<file path="config.mk">
export PLATFORM = sky130hd
export DESIGN_NAME = change_dispenser
export DESIGN_NICKNAME = d
export VERILOG_FILES = /design/src/rtl/change_dispenser.sv
export SDC_FILE = /design/constraint.sdc
export NUM_CORES = 1
export LEC_CHECK = 0
export CAP_MARGIN = 20
export CORE_UTILIZATION = 57
export DETAILED_ROUTE_END_ITERATION = 12
export PLACE_DENSITY = 0.85
export SYNTH_ARGS = -nofsm -noshare
export SYNTH_HDL_FRONTEND = slang
export SYNTH_SLANG_ARGS = --single-unit
</file>
<file path="constraint.sdc">
create_clock -name CLK -period 4.18 [get_ports CLK]
set_input_delay 0.836 -clock CLK [delete_from_list [all_inputs] [get_ports CLK]]
set_output_delay 0.836 -clock CLK [all_outputs]
set_load 0.1 [all_outputs]
</file>
<file path="src/rtl/change_dispenser.sv">
// Change dispenser: captures the owed amount on a Deliver rising edge and pays it out
// greedily (50/10/5c) through a 4-phase request/acknowledge handshake with the coin ejector.
module change_dispenser #(
    parameter int unsigned ACK_TIMEOUT = 1023
) (
    input  logic       CLK,
    input  logic       RST,
    input  logic       Enable,
    input  logic       Deliver,
    input  logic [7:0] Money,
    input  logic       Empty50,
    input  logic       Empty10,
    input  logic       Empty5,
    input  logic       EjectAck,
    output logic       EjectReq,
    output logic [1:0] CoinSel,
    output logic       Busy,
    output logic       Done,
    output logic       Fault,
    output logic [7:0] Remain,
    output logic [5:0] CoinCount
);

    typedef enum logic [2:0] {
        IDLE    = 3'd0,
        SELECT  = 3'd1,
        EJECT   = 3'd2,
        RELEASE = 3'd3,
        DONE    = 3'd4,
        FAULT   = 3'd5
    } state_t;

    localparam logic [1:0] SEL_NONE = 2'b00;
    localparam logic [1:0] SEL_5    = 2'b01;
    localparam logic [1:0] SEL_10   = 2'b10;
    localparam logic [1:0] SEL_50   = 2'b11;

    // The timer counts from 0, so the last allowed count is one below the limit.
    localparam logic [9:0] TIMEOUT_LAST = 10'(ACK_TIMEOUT - 1);

    state_t     state_r;
    logic       deliver_r;
    logic [9:0] timer_r;
    logic [1:0] pick_sel_s;
    logic       pick_valid_s;
    logic       capture_s;
    logic       timer_last_s;

    function automatic logic [7:0] coin_value(input logic [1:0] sel);
        logic [7:0] val;
        case (sel)
            SEL_5:   val = 8'd5;
            SEL_10:  val = 8'd10;
            SEL_50:  val = 8'd50;
            default: val = 8'd0;
        endcase
        return val;
    endfunction

    // Greedy coin choice: largest coin that fits the remainder and whose tube is not empty.
    always_comb begin
        pick_sel_s   = SEL_NONE;
        pick_valid_s = 1'b0;
        if ((Remain >= 8'd50) && !Empty50) begin
            pick_sel_s   = SEL_50;
            pick_valid_s = 1'b1;
        end else if ((Remain >= 8'd10) && !Empty10) begin
            pick_sel_s   = SEL_10;
            pick_valid_s = 1'b1;
        end else if ((Remain >= 8'd5) && !Empty5) begin
            pick_sel_s   = SEL_5;
            pick_valid_s = 1'b1;
        end else begin
            pick_sel_s   = SEL_NONE;
            pick_valid_s = 1'b0;
        end
    end

    // Capture qualification and handshake-phase timeout detection.
    always_comb begin
        capture_s    = Enable && Deliver && !deliver_r;
        timer_last_s = (timer_r == TIMEOUT_LAST);
    end

    // Main FSM with registered outputs; FAULT is only left through reset.
    always_ff @(posedge CLK or negedge RST) begin
        if (!RST) begin
            state_r   <= IDLE;
            deliver_r <= 1'b0;
            timer_r   <= 10'd0;
            EjectReq  <= 1'b0;
            CoinSel   <= SEL_NONE;
            Busy      <= 1'b0;
            Done      <= 1'b0;
            Fault     <= 1'b0;
            Remain    <= 8'd0;
            CoinCount <= 6'd0;
        end else begin
            deliver_r <= Deliver;
            case (state_r)
                IDLE: begin
                    Done <= 1'b0;
                    Busy <= 1'b0;
                    if (capture_s) begin
                        Remain    <= Money;
                        CoinCount <= 6'd0;
                        Busy      <= 1'b1;
                        state_r   <= SELECT;
                    end
                end
                SELECT: begin
                    if (Remain == 8'd0) begin
                        state_r <= DONE;
                    end else if (pick_valid_s) begin
                        CoinSel  <= pick_sel_s;
                        EjectReq <= 1'b1;
                        timer_r  <= 10'd0;
                        state_r  <= EJECT;
                    end else begin
                        Fault    <= 1'b1;
                        Busy     <= 1'b0;
                        EjectReq <= 1'b0;
                        CoinSel  <= SEL_NONE;
                        state_r  <= FAULT;
                    end
                end
                EJECT: begin
                    if (EjectAck) begin
                        Remain    <= Remain - coin_value(CoinSel);
                        CoinCount <= CoinCount + 6'd1;
                        EjectReq  <= 1'b0;
                        CoinSel   <= SEL_NONE;
                        timer_r   <= 10'd0;
                        state_r   <= RELEASE;
                    end else if (timer_last_s) begin
                        Fault    <= 1'b1;
                        Busy     <= 1'b0;
                        EjectReq <= 1'b0;
                        CoinSel  <= SEL_NONE;
                        state_r  <= FAULT;
                    end else begin
                        timer_r <= timer_r + 10'd1;
                    end
                end
                RELEASE: begin
                    if (!EjectAck) begin
                        state_r <= SELECT;
                    end else if (timer_last_s) begin
                        Fault    <= 1'b1;
                        Busy     <= 1'b0;
                        EjectReq <= 1'b0;
                        CoinSel  <= SEL_NONE;
                        state_r  <= FAULT;
                    end else begin
                        timer_r <= timer_r + 10'd1;
                    end
                end
                DONE: begin
                    // Busy stays high through the Done pulse and drops with it in IDLE.
                    Done    <= 1'b1;
                    state_r <= IDLE;
                end
                FAULT: begin
                    Fault    <= 1'b1;
                    Busy     <= 1'b0;
                    EjectReq <= 1'b0;
                    CoinSel  <= SEL_NONE;
                    state_r  <= FAULT;
                end
                default: begin
                    Fault    <= 1'b1;
                    Busy     <= 1'b0;
                    EjectReq <= 1'b0;
                    CoinSel  <= SEL_NONE;
                    state_r  <= FAULT;
                end
            endcase
        end
    end

endmodule

</file>
== After elaboration in Yosys (flattened, before gate mapping) ==
Cells that the tools add are included.
Operators by class
  equal/unequal tests: 15
  bitwise logic cells: 2
  multiplexer cells: 54
  order comparisons: 3
  reductions and logical operators: 20
  $add $sub $neg: 3
Operators by type and width (number)
  $mux W10: 5
  $mux W8: 4
  $pmux W10 S3: 1
  $mux W1: 20
  $mux W3: 6
  $pmux W6 S3: 1
  $pmux W8 S2: 1
  $pmux W3 S5: 1
  $mux W2: 7
  $ne A2 B2 Y1 const B: 7
  $mux W6: 2
  $pmux W6 S2: 1
  $add A10 B1 Y10 const B: 1
  $eq A10 B10 Y1 const B: 1
  $reduce_and A5 Y1: 2
  $ge A8 B3 Y1 const B: 1
  $ge A8 B4 Y1 const B: 1
  $ge A8 B6 Y1 const B: 1
  $logic_not A8 Y1: 1
  $pmux W1 S4: 2
  $pmux W2 S4: 1
  $sub A8 B8 Y8: 1
  $add A6 B1 Y6 const B: 1
  $eq A3 B2 Y1 const B: 2
  other kinds (15): 26
Word-level totals
  input port bits: 16
  register bits: 34
  logic and storage cells: 107

== Depth between registers and ports, before layout ==
Gate-level depths: netlist of run 1.
  word-level depth: 8
  depth in mapped cells: 11

== Worst setup path after synthesis of run 1 ==
Ideal clock, no wire load.
  kind: register to register
  start: register CoinSel[1]
  end: register Remain[6]
  stages on the path, launching flop included: 12
  path slack: 1.454 ns
  clock period less this slack: 2.726 ns
  path buffers: 0
  data required time: 4.059 ns
  data arrival time: 2.605 ns
  path through: dfrtp_1 -> inv_1 -> nand2_1 -> inv_1 -> ha_1 -> fa_1 -> inv_1 -> a21o_1 -> a21oi_1 -> o21ai_0 -> a21oi_1 -> o22a_1
Between the ends
  cells in the longest elaborated chain, start to end: 7
  elaborated cells on any way between the ends: 9
  those cells by class: add/sub (1); eq/ne (3); mux (5)
RTL lines
  start: declaration: RTL line 16  | output logic [1:0] CoinSel,
  start signal: assignment: RTL line 115  | CoinSel <= pick_sel_s;
  $eq A2 B2 Y1 or $eq A2 B1 Y1 (tied branches): RTL line 51  | case (sel)
  $pmux W6 S3 (*): RTL line 51
  $mux W8 (*): RTL line 128  | if (EjectAck) begin
  $mux W8 (*): RTL line 100  | case (state_r)
  $sub A8 B8 Y8 (*): RTL line 129  | Remain <= Remain - coin_value(CoinSel);
  $mux W8 (*): RTL line 128
  $pmux W8 S2 (*): RTL line 100
  end signal: assignment: RTL line 105  | Remain <= Money;
  end signal: assignment: RTL line 129
  end: declaration: RTL line 20  | output logic [7:0] Remain,
Every way passes the cells marked *; elsewhere a longest branch is shown, timed or not. The select of a mux whose other input is x is not followed.
A chain may end at the register's enable or synchronous reset.

== Final worst setup path of run 1 ==
  start: register Remain[3]
  end: output Remain[3]
No word-level cell between the ends.

==> results by group, run 1 <==
Route
  – Vias: 1,911
  – DRC Markers: 0
  – DRT antenna net count: 0
  – WL/cell: 14.8 um
  – Via density per instance: 5.88
  – Initial drt markers: 113
  – Post-Route WL: 4810 um
  – Initial DRT Pass Iterations: 4

Die
  – Row cnt: 22
  – DIE AREA: 4060 sq um
  – Ports: 36
  – Initial Utilization: 0.593
  – Die Height: 63.7 um
  – Std-Cell Core Area: 3660 sq um
  – Die W: 63.7 um

Clock tree
  – Hold buffers post-CTS: 0
  – H-tree depth: 2
  – Reg clk slew, reported paths: 70 ps
  – Total CTS buffers: 5
  – Post-cts sizing count: 0
  – CTS tree: done
  – Clock Tree Buf Depth: 2
  – Setup Fix Bufs, Post-CTS: 0
  – Worst-skew pair later-pin latency: 290 ps
  – Root Buffer: clkbuf_8
  – CTS sink count: 34

Setup path
  – CP startpoint kind: flip-flop
  – Reg-to-Reg End: Remain[7]
  – CP delay by family, top: buffers and inverters
  – Critical path class: reg -> out
  – Critical path origin: Remain[3]
  – Data arrival, critical path: 2000 ps
  – Worst R2R Start: state_r[1]
  – Req. time, crit path: 3340 ps
  – Largest stage delay, worst path: 1200 ps
  – Max FO, Critical Path: 9
  – Worst-path cell chain: clkdlybuf4s50_1
  – Crit-path slowest cell: clkdlybuf4s50_1
  – Worst Path Buf+Inv: 1
  – CP endpoint kind: output pin
  – R2R depth: 6
  – Register-to-register setup slack: 1840 ps

Worst hold path
  – Worst hold start: Fault
  – Worst hold path type: reg -> reg
  – WHS Endpoint: Fault
  – Min-Delay Path Depth: 1

STA
  – Final Cycle Share: 0.679
  – Final setup fails: 0
  – Slew HR: 0.345
  – Fmax: 0.352 GHz
  – RSZ-0062 raised after global routing: no
  – TNS Setup: 0 ps
  – Final Max Tran Viols: 0
  – Minimum clock period: 2840 ps
  – Setup WS post-layout: 1340 ps
  – Worst-margin pin slew: 979 ps
  – Final hold violations: 0
  – Clk_skew: 10.1 ps

GRT
  – Global-route usage over all layers: 0.259
  – First-pass GRT wire length: 7940 um
  – Initial antenna violation count: 0
  – Grt ovf: 0
  – Number of global-route vias before repair: 1,815
  – Largest net degree at the start of global routing: 35

Yosys
  – Synth Flop Type: dfrtp_1
  – Synthesized area: 2170 sq um
  – YS warnings: 0
  – Synth Instances: 240
  – Post-synth top area share: 0.392
  – Synth area leaders: dfrtp_1, ha_1, a21oi_1, nor2_1, nand2_1
  – Largest area contributor in the netlist: dfrtp_1
  – Synth async-reset ratio: 1.00
  – Post-Syn Nets: 266
  – Post-synthesis cell type count: 52
  – Post-synthesis sequential area ratio: 0.392
  – Post-synthesis register bit count: 34
  – Post-synth EDFFs: 0
  – Syn_area_per_cell: 9.05 sq um

Final layout
  – Fin cells: 325
  – ANT cells: 0
  – Most frequent cells in the layout: clkdlybuf4s50_1, dfrtp_1, nor2_1
  – FILL cells: 289
  – Final Util: 0.720
  – Nets: 302
  – Syn-to-layout area delta: 21.3%
  – Most common cell after layout, fill and taps aside: clkdlybuf4s50_1
  – Share of cells above drive strength 1: 0.0794

Flow run
  – Max_cap viols: 0

Placement
  – Routability Congestion: 0.874
  – Port buffer count: 35
  – # placed instances: 317
  – Pre-CTS WS: 1130 ps
  – Hpwl dp: 3490 um

Run status
  – Status: complete, no violations
per-stage QoR:
stage | hold slack, ps | area, sq um
after floorplan | 502 | 2170
after detailed placement | 454 | 2540
after global routing | 481 | 2640
final | 459 | 2640
after CTS | 465 | 2640
after global placement | 443 | 2540
worst max-delay path by stage:
stage                            to  slack [ps]  cells after the start
after floorplan           Remain[6]        1450                     11
after global placement    Remain[7]        1190                      7
after detailed placement  Remain[7]        1130                      7
after CTS                 Remain[3]        1340                      1
after global routing      Remain[7]        1280                      7
final                     Remain[3]        1340                      1
cell usage after synthesis, types with 2 or more instances:
master and n:
nor3_1 9, o21bai_1 2, clkbuf_1 4, a211oi_1 3, o21ai_0 12, or3_1 4
nand3b_1 2, mux2i_1 3, o21a_1 2, and3_1 3, inv_1 9, o22a_1 2
buf_6 3, nor2_1 25, ha_1 9, xnor2_1 9, nor4_1 6, a21oi_1 19
nor2b_1 2, nand3_1 14, or4_1 2, xor2_1 4, nand2_1 23, or3_4 2
a21o_1 2, nand4_1 2, o2bb2ai_1 3, dfrtp_1 34, nand2b_1 2, nor4_4 2
sequential cells by signal (all words and copies together), names as in the netlist:
signal and count:
Done 1, Fault 1, state_r 3, timer_r 10
CoinSel 2, Busy 1, CoinCount 6, deliver_r 1
EjectReq 1, Remain 8
cell families (layout without fill, tap and decap cells):
group | Yosys count | count (layout) | share of synthesized area
adders and majority gates | 10 | 10 | 0.0611
buffers and inverters | 17 | 54 | 0.0403
muxes | 4 | 4 | 0.0190
and+or+nand+nor | 108 | 108 | 0.278
AOI/OAI and AO/OA | 54 | 54 | 0.158
DFF | 34 | 34 | 0.392
xor gates and xnor gates | 13 | 13 | 0.0524
final cells by class:
cell class | instances | area (sq um) | area share
inverters | 9 | 33.8 | 0.0128
flip-flops and latches | 34 | 851 | 0.323
clock inverters | 1 | 5.00 | 0.00190
repair buffers | 37 | 365 | 0.139
clock buffers | 7 | 86.3 | 0.0328
well taps | 48 | 60.1 | 0.0228
multi-input cells | 189 | 1230 | 0.468
per-layer routing:
layer  part of all wire  vias up  global-route usage  wire [um]
met5                  0        -                   0          0
met4              0.015        0               0.119         73
met3              0.033        7              0.0607        160
met2               0.51       40               0.438       2460
met1               0.44      929               0.309       2120
li1                   -      935                   -          -
Power of run 1 is not shown: default switching activity piles up to over one toggle a cycle in this logic, so the estimate is an artifact.
==> run 2, diff against run 1 <==
--- a/config.mk
+++ b/config.mk
@@ -6,9 +6,9 @@
 export NUM_CORES = 1
 export LEC_CHECK = 0
 export CAP_MARGIN = 20
-export CORE_UTILIZATION = 57
+export CORE_UTILIZATION = 48
 export DETAILED_ROUTE_END_ITERATION = 12
-export PLACE_DENSITY = 0.85
+export PLACE_DENSITY = 0.76
 export SYNTH_ARGS = -nofsm -noshare
 export SYNTH_HDL_FRONTEND = slang
 export SYNTH_SLANG_ARGS = --single-unit
==> constraint.sdc (replaced) <==
create_clock -name CLK -period 2.3 [get_ports CLK]
set_input_delay 0.46 -clock CLK [delete_from_list [all_inputs] [get_ports CLK]]
set_output_delay 0.46 -clock CLK [all_outputs]
set_load 0.1 [all_outputs]
==> run 2 against run 1 <==
  * Worst hold slack better by 8.6 ps
  * Register-to-register slack worse by 1700 ps
  * Routed wire length rose by 3.6%
  * Global-route usage decreased by 3.0 points
  * Sequential cell count stayed put
  * Critical path depth increased by 10
  * Sequential share of layout area fell by 0.66 points
  * Core utilization fell by 9.1 points
  * First-iteration DRC count down 9.7%
  * Via count up 1.8%
  * Non-clock buffer count is 16 higher
  * Die area grew 18%
  * Highest routed layer unchanged
==> results by group, run 2 (synthesis results as in run 1) <==
Run status
  – Status: complete, no violations

STA
  – Minimum clock period: 2140 ps
  – Final Max Tran Viols: 0 (unchanged)
  – Fmax: 0.467 GHz
  – Final Cycle Share: 0.930
  – Worst-margin pin slew: 474 ps (-505 ps)
  – TNS Setup: 0 ps (unchanged)
  – Clk_skew: 3.69 ps (-6.39 ps)
  – RSZ-0062 raised after global routing: no
  – Final hold violations: 0 (unchanged)
  – Slew HR: 0.683 (+0.337)
  – Final setup fails: 0 (unchanged)

GRT
  – Global-route usage over all layers: 0.228 (-0.0303)
  – Grt ovf: 0 (unchanged)
  – First-pass GRT wire length: 8760 um (+10%)
  – Largest net degree at the start of global routing: 28 (-20%)
  – Number of global-route vias before repair: 1,918 (+5.7%)
  – Initial antenna violation count: 0 (unchanged)

Final layout
  – Largest registers: timer_r (10), Remain (8), CoinCount (6)
  – Most frequent cells in the layout: buf_4, nor2_1, dfrtp_1
  – Nets: 318 (+5.3%)
  – ANT cells: 0 (unchanged)
  – Syn-to-layout area delta: 26.0%
  – Number of flip-flops in the largest register: 10 (unchanged)
  – Share of cells above drive strength 1: 0.242 (+0.163)
  – Biggest register: timer_r
  – Most common cell after layout, fill and taps aside: buf_4
  – Final Util: 0.629 (-0.0910)

Worst hold path
  – Min-Delay Path Depth: 1 (unchanged)
  – Worst hold path type: reg -> reg

Clock tree
  – Reg clk slew, reported paths: 70 ps (about the same)
  – Setup Fix Bufs, Post-CTS: 0 (unchanged)
  – Worst-skew pair later-pin latency: 290 ps (about the same)
  – CTS tree: done
  – Root Buffer: clkbuf_8
  – Total CTS buffers: 5 (unchanged)
  – Clock Tree Buf Depth: 2 (unchanged)
  – Hold buffers post-CTS: 0 (unchanged)
  – H-tree depth: 2 (unchanged)
  – CTS sink count: 34 (unchanged)

Die
  – Die W: 69.3 um (+8.7%)
  – Ports: 36 (unchanged)
  – Row cnt: 24 (+9.1%)
  – Initial Utilization: 0.499 (-0.0945)
  – Std-Cell Core Area: 4350 sq um (+19%)
  – DIE AREA: 4800 sq um (+18%)
  – Die Height: 69.3 um (+8.7%)

Route
  – WL/cell: 14.5 um (-2.4%)
  – Post-Route WL: 4990 um (+3.6%)
  – Vias: 1,945 (+1.8%)
  – DRT antenna net count: 0 (unchanged)
  – DRC Markers: 0 (unchanged)
  – Initial DRT Pass Iterations: 4 (unchanged)
  – Via density per instance: 5.64 (-4.1%)
  – Initial drt markers: 102 (-9.7%)

Placement
  – Routability Congestion: 0.824 (-5.8%)
  – Hpwl dp: 3750 um (+7.3%)
  – Port buffer count: 35 (unchanged)

Setup path
  – Req. time, crit path: 2490 ps (-850 ps)
  – Data arrival, critical path: 2330 ps (+330 ps)
  – Max FO, Critical Path: 2 (-7)
  – CP endpoint kind: flip-flop
  – Critical path class: reg -> reg
  – R2R depth: 11 (+5)
  – CP startpoint kind: flip-flop

Flow run
  – Max_cap viols: 0 (unchanged)
[run 2: worst paths after layout]
path,start,end,slack [ps]
setup / recovery,CoinSel[1],Remain[6],160
hold / removal,Fault,Fault,470
setup reg to reg,CoinSel[1],Remain[6],160
hold reg to reg,Fault,Fault,470
max in group asynchronous,RST,state_r[1],1320
min in group asynchronous,RST,Busy,540
[run 2: critical path, cell delays in order, from the launching register on]
cell	delay [ps]
dfrtp_4	400
inv_1	50
nand2_1	80
inv_1	50
ha_1	200
fa_1	400
inv_1	70
a21o_1	140
a21oi_2	70
o21ai_0	260
a21oi_1	110
o22a_1	200
[run 2: layer usage]
metal | vias to the layer above | track usage | routed length, um
met4 | 0 | 0.0703 | 56
met3 | 7 | 0.0392 | 152
met2 | 26 | 0.399 | 2490
met1 | 941 | 0.287 | 2280
met5 | - | 0 | 0
li1 | 971 | - | -
[run 2: what timing repair did]
item                       CTS  global route
setup endpoints to repair    0             6
gates resized for setup      0             3
hold endpoints to repair     0             0
[run 2: metrics by stage]
stage | cell area (sq um) | worst slack (ps) | hold slack, ps | std cells
floorplan | 2190 | 20.0 | 164 | 240
global placement | 2630 | 110 | 450 | 337
detailed placement | 2630 | 53.8 | 454 | 337
CTS | 2730 | 100 | 471 | 345
global route | 2740 | 8.50 | 503 | 345
finish | 2740 | 161 | 467 | 345
[run 2: cell type report]
cell class	instances	area, sq um
clock inverter	2	12.5
inverter	9	33.8
clock buffer	6	82.6
multi-input combinational	189	1240
tap	52	65.1
sequential	34	866
fill	376	1620
timing repair buffer	53	435
Power of run 2 is left out for the same reason.
